File: src/rtl/riscv_ctrl_pkg.sv
// Shared encodings for the multicycle RV32I control path: FSM states, ALUOp,
// ALU operation codes, opcodes, datapath select encodings and per-state control words.
package riscv_ctrl_pkg;

  typedef enum logic [3:0] {
    S_FETCH    = 4'd0,
    S_DECODE   = 4'd1,
    S_MEMADR   = 4'd2,
    S_MEMREAD  = 4'd3,
    S_MEMWB    = 4'd4,
    S_MEMWRITE = 4'd5,
    S_EXECUTER = 4'd6,
    S_EXECUTEI = 4'd7,
    S_ALUWB    = 4'd8,
    S_JAL      = 4'd9,
    S_BEQ      = 4'd10
  } state_t;

  typedef enum logic [1:0] {
    ALUOP_ADD   = 2'b00,
    ALUOP_SUB   = 2'b01,
    ALUOP_FUNCT = 2'b10
  } aluop_t;

  localparam logic [2:0] ALU_ADD = 3'b000;
  localparam logic [2:0] ALU_SUB = 3'b001;
  localparam logic [2:0] ALU_AND = 3'b010;
  localparam logic [2:0] ALU_OR  = 3'b011;
  localparam logic [2:0] ALU_SLT = 3'b101;

  localparam logic [6:0] OP_LOAD  = 7'b0000011;
  localparam logic [6:0] OP_STORE = 7'b0100011;
  localparam logic [6:0] OP_RTYPE = 7'b0110011;
  localparam logic [6:0] OP_ITYPE = 7'b0010011;
  localparam logic [6:0] OP_JAL   = 7'b1101111;
  localparam logic [6:0] OP_BEQ   = 7'b1100011;

  localparam logic [1:0] RES_ALUOUT    = 2'b00;
  localparam logic [1:0] RES_DATA      = 2'b01;
  localparam logic [1:0] RES_ALURESULT = 2'b10;

  localparam logic [1:0] SRCA_PC    = 2'b00;
  localparam logic [1:0] SRCA_OLDPC = 2'b01;
  localparam logic [1:0] SRCA_A     = 2'b10;

  localparam logic [1:0] SRCB_B    = 2'b00;
  localparam logic [1:0] SRCB_IMM  = 2'b01;
  localparam logic [1:0] SRCB_FOUR = 2'b10;

  localparam logic [1:0] IMM_I = 2'b00;
  localparam logic [1:0] IMM_S = 2'b01;
  localparam logic [1:0] IMM_B = 2'b10;
  localparam logic [1:0] IMM_J = 2'b11;

  // fetch_wr gates IRWrite/PCWrite with mem_ready; pc_branch gates PCWrite with zero
  typedef struct packed {
    logic       mem_req;
    logic       mem_write;
    logic       adr_src;
    logic       reg_write;
    logic       fetch_wr;
    logic       pc_jump;
    logic       pc_branch;
    logic [1:0] result_src;
    logic [1:0] alu_src_a;
    logic [1:0] alu_src_b;
    aluop_t     aluop;
  } ctrl_t;

  function automatic logic is_supported(input logic [6:0] op);
    logic ok;
    case (op)
      OP_LOAD, OP_STORE, OP_RTYPE, OP_ITYPE, OP_JAL, OP_BEQ: ok = 1'b1;
      default:                                             ok = 1'b0;
    endcase
    return ok;
  endfunction

  function automatic ctrl_t ctrl_for(input state_t s);
    ctrl_t c;
    c = '0;
    c.aluop = ALUOP_ADD;
    case (s)
      S_FETCH: begin
        c.mem_req    = 1'b1;
        c.fetch_wr   = 1'b1;
        c.result_src = RES_ALURESULT;
        c.alu_src_a  = SRCA_PC;
        c.alu_src_b  = SRCB_FOUR;
      end
      S_DECODE: begin
        c.alu_src_a = SRCA_OLDPC;
        c.alu_src_b = SRCB_IMM;
      end
      S_MEMADR: begin
        c.alu_src_a = SRCA_A;
        c.alu_src_b = SRCB_IMM;
      end
      S_MEMREAD: begin
        c.mem_req = 1'b1;
        c.adr_src = 1'b1;
      end
      S_MEMWB: begin
        c.result_src = RES_DATA;
        c.reg_write  = 1'b1;
      end
      S_MEMWRITE: begin
        c.mem_req   = 1'b1;
        c.mem_write = 1'b1;
        c.adr_src   = 1'b1;
      end
      S_EXECUTER: begin
        c.alu_src_a = SRCA_A;
        c.alu_src_b = SRCB_B;
        c.aluop     = ALUOP_FUNCT;
      end
      S_EXECUTEI: begin
        c.alu_src_a = SRCA_A;
        c.alu_src_b = SRCB_IMM;
        c.aluop     = ALUOP_FUNCT;
      end
      S_ALUWB: begin
        c.result_src = RES_ALUOUT;
        c.reg_write  = 1'b1;
      end
      S_JAL: begin
        c.alu_src_a  = SRCA_OLDPC;
        c.alu_src_b  = SRCB_FOUR;
        c.result_src = RES_ALUOUT;
        c.pc_jump    = 1'b1;
      end
      S_BEQ: begin
        c.alu_src_a  = SRCA_A;
        c.alu_src_b  = SRCB_B;
        c.aluop      = ALUOP_SUB;
        c.result_src = RES_ALUOUT;
        c.pc_branch  = 1'b1;
      end
      default: c = '0;
    endcase
    return c;
  endfunction

endpackage

File: src/rtl/multicycle_controller_alu_decoder.sv
// Maps ALUOp plus funct3/funct7b5/opcode[5] onto the 3-bit ALUControl code.
module alu_decoder
  import riscv_ctrl_pkg::*;
(
  input  aluop_t     aluop,
  input  logic [2:0] funct3,
  input  logic       funct7b5,
  input  logic       op5,
  output logic [2:0] alucontrol
);

  // operation select; only register-register forms may subtract
  always_comb begin
    alucontrol = ALU_ADD;
    case (aluop)
      ALUOP_ADD: alucontrol = ALU_ADD;
      ALUOP_SUB: alucontrol = ALU_SUB;
      ALUOP_FUNCT: begin
        case (funct3)
          3'b000: begin
            if (funct7b5 && op5) alucontrol = ALU_SUB;
            else                 alucontrol = ALU_ADD;
          end
          3'b010:  alucontrol = ALU_SLT;
          3'b110:  alucontrol = ALU_OR;
          3'b111:  alucontrol = ALU_AND;
          default: alucontrol = ALU_ADD;
        endcase
      end
      default: alucontrol = ALU_ADD;
    endcase
  end

endmodule

File: src/rtl/multicycle_controller.sv
// Multicycle RV32I control FSM: sequences fetch/decode/execute/memory/writeback,
// registers a per-state control word and gates all strobes with rst_n.
module multicycle_controller
  import riscv_ctrl_pkg::*;
(
  input  logic       clk,
  input  logic       rst_n,
  input  logic [6:0] opcode,
  input  logic [2:0] funct3,
  input  logic       funct7b5,
  input  logic       zero,
  input  logic       mem_ready,
  output logic       mem_req,
  output logic       MemWrite,
  output logic       AdrSrc,
  output logic       IRWrite,
  output logic       PCWrite,
  output logic       RegWrite,
  output logic [1:0] ResultSrc,
  output logic [1:0] ALUSrcA,
  output logic [1:0] ALUSrcB,
  output logic [1:0] ImmSrc,
  output logic [2:0] ALUControl,
  output logic       illegal_instr
);

  state_t state_r;
  state_t next_s;
  ctrl_t  ctrl_r;

  // next-state decode; memory states hold until the cache reports completion
  always_comb begin
    next_s = state_r;
    case (state_r)
      S_FETCH: begin
        if (mem_ready) next_s = S_DECODE;
        else           next_s = S_FETCH;
      end
      S_DECODE: begin
        case (opcode)
          OP_LOAD, OP_STORE: next_s = S_MEMADR;
          OP_RTYPE:          next_s = S_EXECUTER;
          OP_ITYPE:          next_s = S_EXECUTEI;
          OP_JAL:            next_s = S_JAL;
          OP_BEQ:            next_s = S_BEQ;
          default:           next_s = S_FETCH;
        endcase
      end
      S_MEMADR: begin
        if (opcode == OP_LOAD) next_s = S_MEMREAD;
        else                   next_s = S_MEMWRITE;
      end
      S_MEMREAD: begin
        if (mem_ready) next_s = S_MEMWB;
        else           next_s = S_MEMREAD;
      end
      S_MEMWRITE: begin
        if (mem_ready) next_s = S_FETCH;
        else           next_s = S_MEMWRITE;
      end
      S_MEMWB:    next_s = S_FETCH;
      S_EXECUTER: next_s = S_ALUWB;
      S_EXECUTEI: next_s = S_ALUWB;
      S_ALUWB:    next_s = S_FETCH;
      S_JAL:      next_s = S_ALUWB;
      S_BEQ:      next_s = S_FETCH;
      default:    next_s = S_FETCH;
    endcase
  end

  // state and the control word of the state being entered, so outputs come straight from flops
  always_ff @(posedge clk or negedge rst_n) begin
    if (!rst_n) begin
      state_r <= S_FETCH;
      ctrl_r  <= ctrl_for(S_FETCH);
    end else begin
      state_r <= next_s;
      ctrl_r  <= ctrl_for(next_s);
    end
  end

  // immediate format follows the instruction register in every state
  always_comb begin
    ImmSrc = IMM_I;
    case (opcode)
      OP_STORE: ImmSrc = IMM_S;
      OP_BEQ:   ImmSrc = IMM_B;
      OP_JAL:   ImmSrc = IMM_J;
      default:  ImmSrc = IMM_I;
    endcase
  end

  alu_decoder u_alu_decoder (
    .aluop      (ctrl_r.aluop),
    .funct3     (funct3),
    .funct7b5   (funct7b5),
    .op5        (opcode[5]),
    .alucontrol (ALUControl)
  );

  // strobes are forced low asynchronously while reset is held, abandoning any access
  assign mem_req       = rst_n & ctrl_r.mem_req;
  assign MemWrite      = rst_n & ctrl_r.mem_write;
  assign RegWrite      = rst_n & ctrl_r.reg_write;
  assign IRWrite       = rst_n & ctrl_r.fetch_wr & mem_ready;
  assign PCWrite       = rst_n & ((ctrl_r.fetch_wr & mem_ready) | ctrl_r.pc_jump |
                                  (ctrl_r.pc_branch & zero));
  assign illegal_instr = rst_n & (state_r == S_DECODE) & ~is_supported(opcode);

  assign AdrSrc    = ctrl_r.adr_src;
  assign ResultSrc = ctrl_r.result_src;
  assign ALUSrcA   = ctrl_r.alu_src_a;
  assign ALUSrcB   = ctrl_r.alu_src_b;

endmodule

File: config.mk
export PLATFORM = sky130hd
export DESIGN_NAME = multicycle_controller
export DESIGN_NICKNAME = d
export VERILOG_FILES = /design/src/rtl/riscv_ctrl_pkg.sv /design/src/rtl/multicycle_controller_alu_decoder.sv /design/src/rtl/multicycle_controller.sv
export SDC_FILE = /design/constraint.sdc
export NUM_CORES = 1
export LEC_CHECK = 0
export ABC_AREA = 1
export CORE_MARGIN = 4
export CORE_UTILIZATION = 27
export CTS_BUF_LIST = sky130_fd_sc_hd__clkbuf_8
export DETAILED_ROUTE_END_ITERATION = 7
export DONT_BUFFER_PORTS = 1
export SLEW_MARGIN = 20
export SYNTH_ARGS = -nofsm -noshare
export SYNTH_HDL_FRONTEND = slang
export SYNTH_SLANG_ARGS = --single-unit
File: constraint.sdc
create_clock -name clk -period 1.8 [get_ports clk]
set_input_delay 0.27 -clock clk [delete_from_list [all_inputs] [get_ports clk]]
set_output_delay 0.27 -clock clk [all_outputs]
set_load 0.005 [all_outputs]
# Word-level counts from Yosys, hierarchy flattened

Index checks and enable logic that the tools add are counted.

Add/sub/neg operators: 0
Multiply operators: 0
Div/mod/pow operators: 0
Order comparisons: 0
Equal/unequal tests: 28
Shift-type cells: 0
Mux-type cells: 21
Bitwise logic cells: 13
Reductions and logical operators: 13

Operators with widths:

| operator                                             | number |
|---|---|
| one-hot mux 4 bit (5 select lines)                   | 2 |
| equality test 4 x 3 -> 1 bit (second input constant) | 7 |
| one-hot mux 4 bit (6 select lines)                   | 1 |
| equality test 4 x 2 -> 1 bit (second input constant) | 4 |
| equality test 4 bit (second input constant)          | 4 |
| equality test 7 x 6 -> 1 bit (second input constant) | 2 |
| equality test 7 bit (second input constant)          | 2 |
| one-hot mux 3 bit (4 select lines)                   | 1 |
| OR reduction 2 bit                                   | 6 |
| AND 1 bit                                            | 10 |
| two-way mux 1 bit                                    | 10 |
| two-way mux 3 bit                                    | 3 |
| equality test 4 x 1 -> 1 bit (second input constant) | 2 |
| zero test 4 bit                                      | 2 |
| one-hot mux 2 bit (2 select lines)                   | 2 |
| equality test 7 x 2 -> 1 bit (second input constant) | 1 |
| equality test 7 x 5 -> 1 bit (second input constant) | 1 |
| equality test 3 bit (second input constant)          | 2 |
| one-hot mux 2 bit (3 select lines)                   | 1 |
| one-hot mux 3 bit (2 select lines)                   | 1 |
| OR reduction 3 bit                                   | 2 |
| OR reduction 6 bit                                   | 1 |
| equality test 3 x 2 -> 1 bit (second input constant) | 1 |
| zero test 3 bit                                      | 1 |
| 5 further kinds                                      | 6 |

Flip-flop bits (word level): 19
Bits in latches: 0
Bits in writable memories: 0
Memory bits (read-only): 0
Input bits: 15
Output and inout port bits: 18
Word-level logic and storage cells: 87
Memories: 0

# Longest topological paths before layout

Gate-level depths: netlist (run 1).

Depth in word-level cells: 7
Gate-level depth with buffers: 10
Mapped depth without buffers: 10

# By module

From an unflattened synthesis (run 1), not the netlist that was laid out.

Cell total of the unflattened synthesis: 141
Area, all modules: 1,071.0 µm²

Modules (own cells, without submodules):

| module                | times used | cells each | area an instance (µm²) | seq. area each (µm²) |
|---|---|---|---|---|
| multicycle_controller | 1          | 124        | 979.7                  | 454.2 |
| alu_decoder           | 1          | 17         | 91.3                   | 0.0 |

# Worst setup path before layout (run 1)

Ideal clock, no wire load.

Path type: flip-flop to flip-flop
Start: register state_r[3]
End: register ctrl_r, in the netlist ALUSrcB[0]
Library setup time: 0.126 ns
Data arrival time: 1.133 ns
Required time: 1.674 ns
Setup slack: 0.541 ns
Cell stages (with the launch flop): 9
Path buffers: 0
Period minus slack after synthesis: 1.259 ns
Cells stage by stage: dfrtp_1 > nor2_2 > nand2_1 > nor2_2 > nand2_1 > nand3_2 > nor2_1 > nand2_1 > nand3_1

Word-level cells in the longest chain between the ends: 6
Elaborated cells between the ends (all ways): 20
Classes of those cells: eq/ne (13); mux (2); reduce/logical (5)

Ends and longest elaborated chain:

| element                                                             | line                        | source |
|---|---|---|
| start, declared                                                     | multicycle_controller.sv:27 | `state_t state_r;` |
| start signal, assigned                                              | multicycle_controller.sv:77 | `state_r <= next_s;` |
| equality test 4 bit or equality test 4 x 3 -> 1 bit (tied branches) | multicycle_controller.sv:34 | `case (state_r)` |
| OR reduction 3 bit (no source line)                                 | n/a                         |  |
| one-hot mux 4 bit (6 select lines) (*)                              | multicycle_controller.sv:34 |  |
| named net next_s[0]                                                 | multicycle_controller.sv:28 | `state_t next_s;` |
| equality test 4 bit (tied with other cells)                         | riscv_ctrl_pkg.sv:83        | `case (s)` |
| OR reduction 2 bit (no source line)                                 | n/a                         |  |
| one-hot mux 4 bit (5 select lines) (*)                              | riscv_ctrl_pkg.sv:83        |  |
| end signal, assigned                                                | multicycle_controller.sv:75 | `ctrl_r <= ctrl_for(S_FETCH);` |
| end signal, assigned                                                | multicycle_controller.sv:78 | `ctrl_r <= ctrl_for(next_s);` |
| end, declared                                                       | multicycle_controller.sv:29 | `ctrl_t ctrl_r;` |

The timed path passes the listed nets; every way through them passes the cells marked *.

# Worst setup path in the final report (run 1)

Start: register state_r[1]
End: output port illegal_instr

Word-level cells in the longest chain between the ends: 3

Ends and longest elaborated chain:

| element                      | line                         | source |
|---|---|---|
| equality test 4 x 1 -> 1 bit | multicycle_controller.sv:108 | `assign illegal_instr = rst_n & (state_r == S_DECODE) & ~is_supported(opcode);` |
| AND 1 bit (2 in a row)       | multicycle_controller.sv:108 |  |
| end, declared                | multicycle_controller.sv:24  | `output logic illegal_instr` |

Every way passes these cells.

==> results of run 1 <==
sequential cells by signal (all words and copies together) (netlist names):
signal / cells
ALUSrcA: 2
ALUSrcB: 2
AdrSrc: 1
ResultSrc: 2
ctrl_r: 7
state_r: 4
cell usage after synthesis:
master	instances	share of area (%)
nor2_4	4	4.2
buf_4	6	4.2
o21ai_0	1	0.46
nand3_1	8	3.7
a21oi_1	6	2.8
nand2_1	29	10
dfrtp_1	15	35
inv_2	2	0.69
nor4_1	1	0.58
nor3b_2	1	1.2
nand2_2	8	4.6
nor2_2	6	3.5
nand3_2	4	3.7
dfstp_2	3	7.3
ha_1	2	2.3
nor2_1	12	4.2
nor3b_1	1	0.69
nor3_1	3	1.4
o31ai_1	1	0.69
inv_1	24	8.3
nand4_1	2	1.2
worst paths after layout:
kind / slack [ns] / startpoint / cells after the start / end
max: 0.22 / state_r[1] / 5 / illegal_instr
min reg2reg: 0.67 / state_r[3] / 3 / ALUSrcA[0]
max reg2reg: 0.29 / state_r[3] / 8 / ALUSrcB[0]
min in group asynchronous: 0.54 / rst_n / 1 / ctrl_r[13]
min: 0.1 / opcode[6] / 1 / ctrl_r[1]
max in group asynchronous: 0.77 / rst_n / 1 / AdrSrc
metrics by stage:
stage	utilization (%)	std cells	area [sq um]	setup slack (ns)
5_1_grt	30.89	186	1165	0.07841
6_report	30.89	186	1165	0.2248
3_3_place_gp	29.16	181	1100	0.3576
4_1_cts	30.89	186	1165	0.2044
2_1_floorplan	-	139	1085	0.5409
3_5_place_dp	29.16	181	1100	0.2994
cells by family after synthesis:
family	count (synthesis)
adders and majority gates	2
buffers and inverters	32
DFF	18
and+or+nand+nor	79
AOI/OAI and AO/OA	8
per-layer routing:
| metal | vias up | global-route usage, % | share of wire [%] |
|---|---|---|---|
| met1 | 363 | 12.20 | 42 |
| met4 | 0 | 1.253 | 0.75 |
| li1 | 420 | - | - |
| met3 | 2 | 3.366 | 6.8 |
| met2 | 17 | 15.51 | 50 |
| met5 | - | 0 | 0 |
power by group through the flow:
| stage | registers [W] | clock network (W) | logic [W] |
|---|---|---|---|
| floorplan | 0.000445 | 0 | 0.0000925 |
| global placement | 0.000451 | 0 | 0.0000897 |
| detailed placement | 0.000451 | 0 | 0.0000891 |
| CTS | 0.000444 | 0.000335 | 0.000100 |
| global route | 0.000446 | 0.000355 | 0.000114 |
| finish | 0.000443 | 0.000329 | 0.0000982 |
final cells by class:
type                       count  area [sq um]
multi-input combinational     89         488.0
sequential                    18         454.2
fill                         406          2606
tap                           48         60.06
timing repair buffer           1         10.01
inverter                      26         97.59
clock buffer                   4         55.05
==> reports/qor.txt, run 1 <==
P per Cell Area = 746.7 nW/um^2
clock sink total = 18
drt wl/cell = 12.18 um
status = complete, no violations
Least-Margin Pin Slew = 0.7860 ns
remaining global-route overflow = 0
CTS clk-pin slew, worst paths = 0.07 ns
Setup TNS = 0 ns
final total power = 0.0008698 W
MaxCap Viol Count = 0
commonest non-fill, non-tap cell in the layout = nand2_1
Total Routed Length = 2265 um
final setup vio count = 0
WP buf/inv = 1
clock group share of total power = 37.8%
Synth cell types = 21
Worst Path Required = 1.53 ns
io pins = 33
crit start category = flop
share of cells above drive strength 1 = 23.19%
clock buffer depth = 2
Sequential Power Share = 50.9%
largest net degree at the start of global routing = 19
Die Area = 5096 sq um
CP max stage cell = dfrtp_1
initial antenna violation count = 0
Post-Synth XOR/XNOR Area = 0%
Synthesized Nets = 156
fin crit share = 87.51%
Hold Path Class = in -> reg
post-synthesis area per instance = 7.804 sq um
Pint = 0.0006553 W
WHS = 0.09547 ns
mux cell area share after synthesis = 0%
worst skew pair latency = 0.25 ns
num rows = 22
# port buffers = 0
Hold Buf Count CTS = 1
TritonCTS clock tree = built
Worst slew margin = 47.43%
synth-to-layout area growth = 7.382%
1st-iter DRT viols = 34
sequence of cells on the critical path = inv_2 -> nand2_2 -> nor2_4 -> nand3_1 -> a21oi_1
nets = 156
Clock H-tree levels = 1
CP Data Arrival Time = 1.31 ns
vias per cell = 4.312
Die Ht = 71.39 um
fin. max-slew vios = 0
via count = 802
largest family of logic cells by synthesized area = simple AND/OR/NAND/NOR gates
commonest non-fill, non-tap cells in the layout = nand2_1, inv_1, dfrtp_1
Leakage = 0.6334 nW
count of final hold-check violations = 0
complex-gate fraction of the synthesized area = 3.922%
post-synthesis adder-cell area fraction = 2.307%
fin crit period = 1.575 ns
post-cts gate resize count = 0
crit path max fanout = 5
drt drc = 0
total track usage = 9.425%
Setup crit end kind = output pin
Worst IR Drop VDD = 0.0002427 V
GPL Wtd Cong = 0.8622
unrepaired setup endpoints after global routing = no
Core Region = 3771 sq um
Yosys reg bits = 18
post-DP HPWL = 1805 um
Sw Ratio = 24.67%
register area share after synthesis = 41.87%
kind of critical path = reg -> out
Starting Density = 28.77%
drt pass-1 iters = 4
fmax = 0.6348 GHz
vias in the first global route = 809
post-CTS setup buffers = 0
global-route wire length before repair = 3822 um
Final ANT Viol Nets = 0
CP top delay family = flip-flops
Num CTS Buffers = 3
simple-gate area share of the yosys netlist = 38.75%
Mapped Cells = 139
largest incremental delay on the critical path = 0.45 ns
Ant. Diodes = 0
Ys Warns = 0
Horiz. Die Dim = 71.39 um
clk root buf = clkbuf_8
Worst Clk Skew = 0.002058 ns
switching pwr = 0.0002146 W
synthesized area = 1085 sq um
Comb power frac = 11.3%
(Power assumes the default switching activity.)
==> inputs of run 2 (changes only) <==
--- a/config.mk
+++ b/config.mk
@@ -10,7 +10,6 @@
 export CORE_UTILIZATION = 27
 export CTS_BUF_LIST = sky130_fd_sc_hd__clkbuf_8
 export DETAILED_ROUTE_END_ITERATION = 7
-export DONT_BUFFER_PORTS = 1
 export SLEW_MARGIN = 20
 export SYNTH_ARGS = -nofsm -noshare
 export SYNTH_HDL_FRONTEND = slang
==> reports/qor.txt, run 2 (same netlist as run 1, synthesis figures left out) <==
largest net degree at the start of global routing = 13 (was 19)
final setup vio count = 0 (unchanged)
Largest regs = ctrl_r (7), state_r (4) (unchanged)
fin. max-slew vios = 0 (unchanged)
worst skew pair latency = 0.25 ns (about the same)
crit path max fanout = 3 (was 5)
global-route wire length before repair = 4429 um (was 3822 um)
crit start category = flop (unchanged)
commonest non-fill, non-tap cell in the layout = nand2_1 (unchanged)
MaxCap Viol Count = 0 (unchanged)
Hold Path Class = in -> async (was in -> reg)
drt wl/cell = 10.72 um (was 12.18 um)
1st-iter DRT viols = 23 (was 34)
fin crit period = 1.728 ns (was 1.575 ns)
nets = 212 (was 156)
remaining global-route overflow = 0 (unchanged)
largest reg by FF count = ctrl_r (unchanged)
TritonCTS clock tree = built (unchanged)
unrepaired setup endpoints after global routing = no (unchanged)
fin crit share = 96.02% (was 87.51%)
commonest non-fill, non-tap cells in the layout = nand2_1, inv_1, buf_4 (was nand2_1, inv_1, dfrtp_1)
Horiz. Die Dim = 71.39 um (unchanged)
clock buffer depth = 2 (unchanged)
Ant. Diodes = 0 (unchanged)
WHS = 0.08033 ns (was 0.09547 ns)
Final ANT Viol Nets = 0 (unchanged)
count of final hold-check violations = 0 (unchanged)
Core Region = 3771 sq um (unchanged)
Total Routed Length = 2594 um (was 2265 um)
vias in the first global route = 1016 (was 809)
drt drc = 0 (unchanged)
Worst Path Required = 1.53 ns (about the same)
share of cells above drive strength 1 = 31.44% (was 23.19%)
Worst IR Drop VDD = 0.0003028 V (was 0.0002427 V)
post-layout utilization of the core = 44.59% (was 30.89%)
status = complete, no violations (unchanged)
post-DP HPWL = 2190 um (was 1805 um)
Leakage = 0.9168 nW (was 0.6334 nW)
num rows = 22 (unchanged)
Die Ht = 71.39 um (unchanged)
CTS clk-pin slew, worst paths = 0.07 ns (about the same)
Starting Density = 28.77% (unchanged)
# port buffers = 32 (was 0)
via count = 1016 (was 802)
Post-Place Cell Area = 1598 sq um (was 1100 sq um)
Die Area = 5096 sq um (unchanged)
Worst slew margin = 76.42% (was 47.43%)
Worst Clk Skew = 0.005703 ns (was 0.002058 ns)
synth-to-layout area growth = 55.02% (was 7.382%)
io pins = 33 (unchanged)
Clock H-tree levels = 1 (unchanged)
max reg flops = 7 (unchanged)
initial antenna violation count = 0 (unchanged)
Num CTS Buffers = 3 (unchanged)
clock sink total = 18 (unchanged)
Setup crit end kind = output pin (unchanged)
final total power = 0.0009708 W (was 0.0008698 W)
clk root buf = clkbuf_8 (unchanged)
GPL Wtd Cong = 0.8301 (was 0.8622)
P per Cell Area = 577.3 nW/um^2 (was 746.7 nW/um^2)
Least-Margin Pin Slew = 0.3510 ns (was 0.7860 ns)
vias per cell = 4.198 (was 4.312)
kind of critical path = reg -> out (unchanged)
total track usage = 10.73% (was 9.425%)
Setup TNS = 0 ns (unchanged)
final instance area = 1682 sq um (was 1165 sq um)
fmax = 0.5786 GHz (was 0.6348 GHz)
CP Data Arrival Time = 1.46 ns (was 1.31 ns)
drt pass-1 iters = 4 (unchanged)
[run 2: power breakdown]
part / internal, W / total [W] / switching [W]
sequential: 0.000431 / 0.000439 / 0.00000800
combinational: 0.000112 / 0.000207 / 0.0000956
clock: 0.000194 / 0.000325 / 0.000131
total: 0.000737 / 0.000971 / 0.000234
[run 2: path summary, 6_finish.rpt]
kind,from,to,slack (ns),cells after the start
max reg2reg,state_r[3],ALUSrcB[0],0.28,8
max,ctrl_r[0],ALUControl[0],0.07,6
max in group asynchronous,rst_n,ALUSrcA[1],1.00,3
min,rst_n,AdrSrc,0.08,3
min reg2reg,state_r[1],ALUSrcA[0],0.64,3
min in group clk,opcode[4],ctrl_r[1],0.42,3
[run 2: critical path: stages (launching register included)]
cell	delay, ns
dfrtp_1	0.38
inv_1	0.06
ha_2	0.17
buf_4	0.13
nand4_1	0.11
a21oi_2	0.14
clkdlybuf4s15_1	0.21
[run 2: what timing repair did]
| item | CTS | global route |
|---|---|---|
| setup buffers | 2 | 0 |
| pin swaps | 1 | 0 |
| hold buffers | 0 | 1 |
| endpoints found under the setup margin | 9 | 5 |
| gates resized for setup | 15 | 2 |
| endpoints found under the hold margin | 0 | 6 |
[run 2: metal layers]
metal | part of all wire (%) | up-vias | GRT usage (%) | routed length (um)
met3 | 4.3 | 8 | 2.384 | 111
li1 | - | 531 | - | -
met5 | 0 | - | 0 | 0
met4 | 2.2 | 0 | 3.758 | 57
met2 | 48 | 22 | 17.24 | 1237
met1 | 46 | 455 | 14.16 | 1188
[run 2: layout make-up]
type	instances	area, sq um
inverter	26	97.59
fill	383	2090
clock buffer	4	55.05
sequential	18	454.2
tap	48	60.06
timing repair buffer	57	514.2
multi-input combinational	89	500.5
[run 2: metrics by stage]
stage	cells	worst slack (ns)
floorplan	139	0.5409
global placement	235	-0.1913
detailed placement	235	-0.2107
CTS	241	0.006238
global route	242	0.003443
finish	242	0.07161
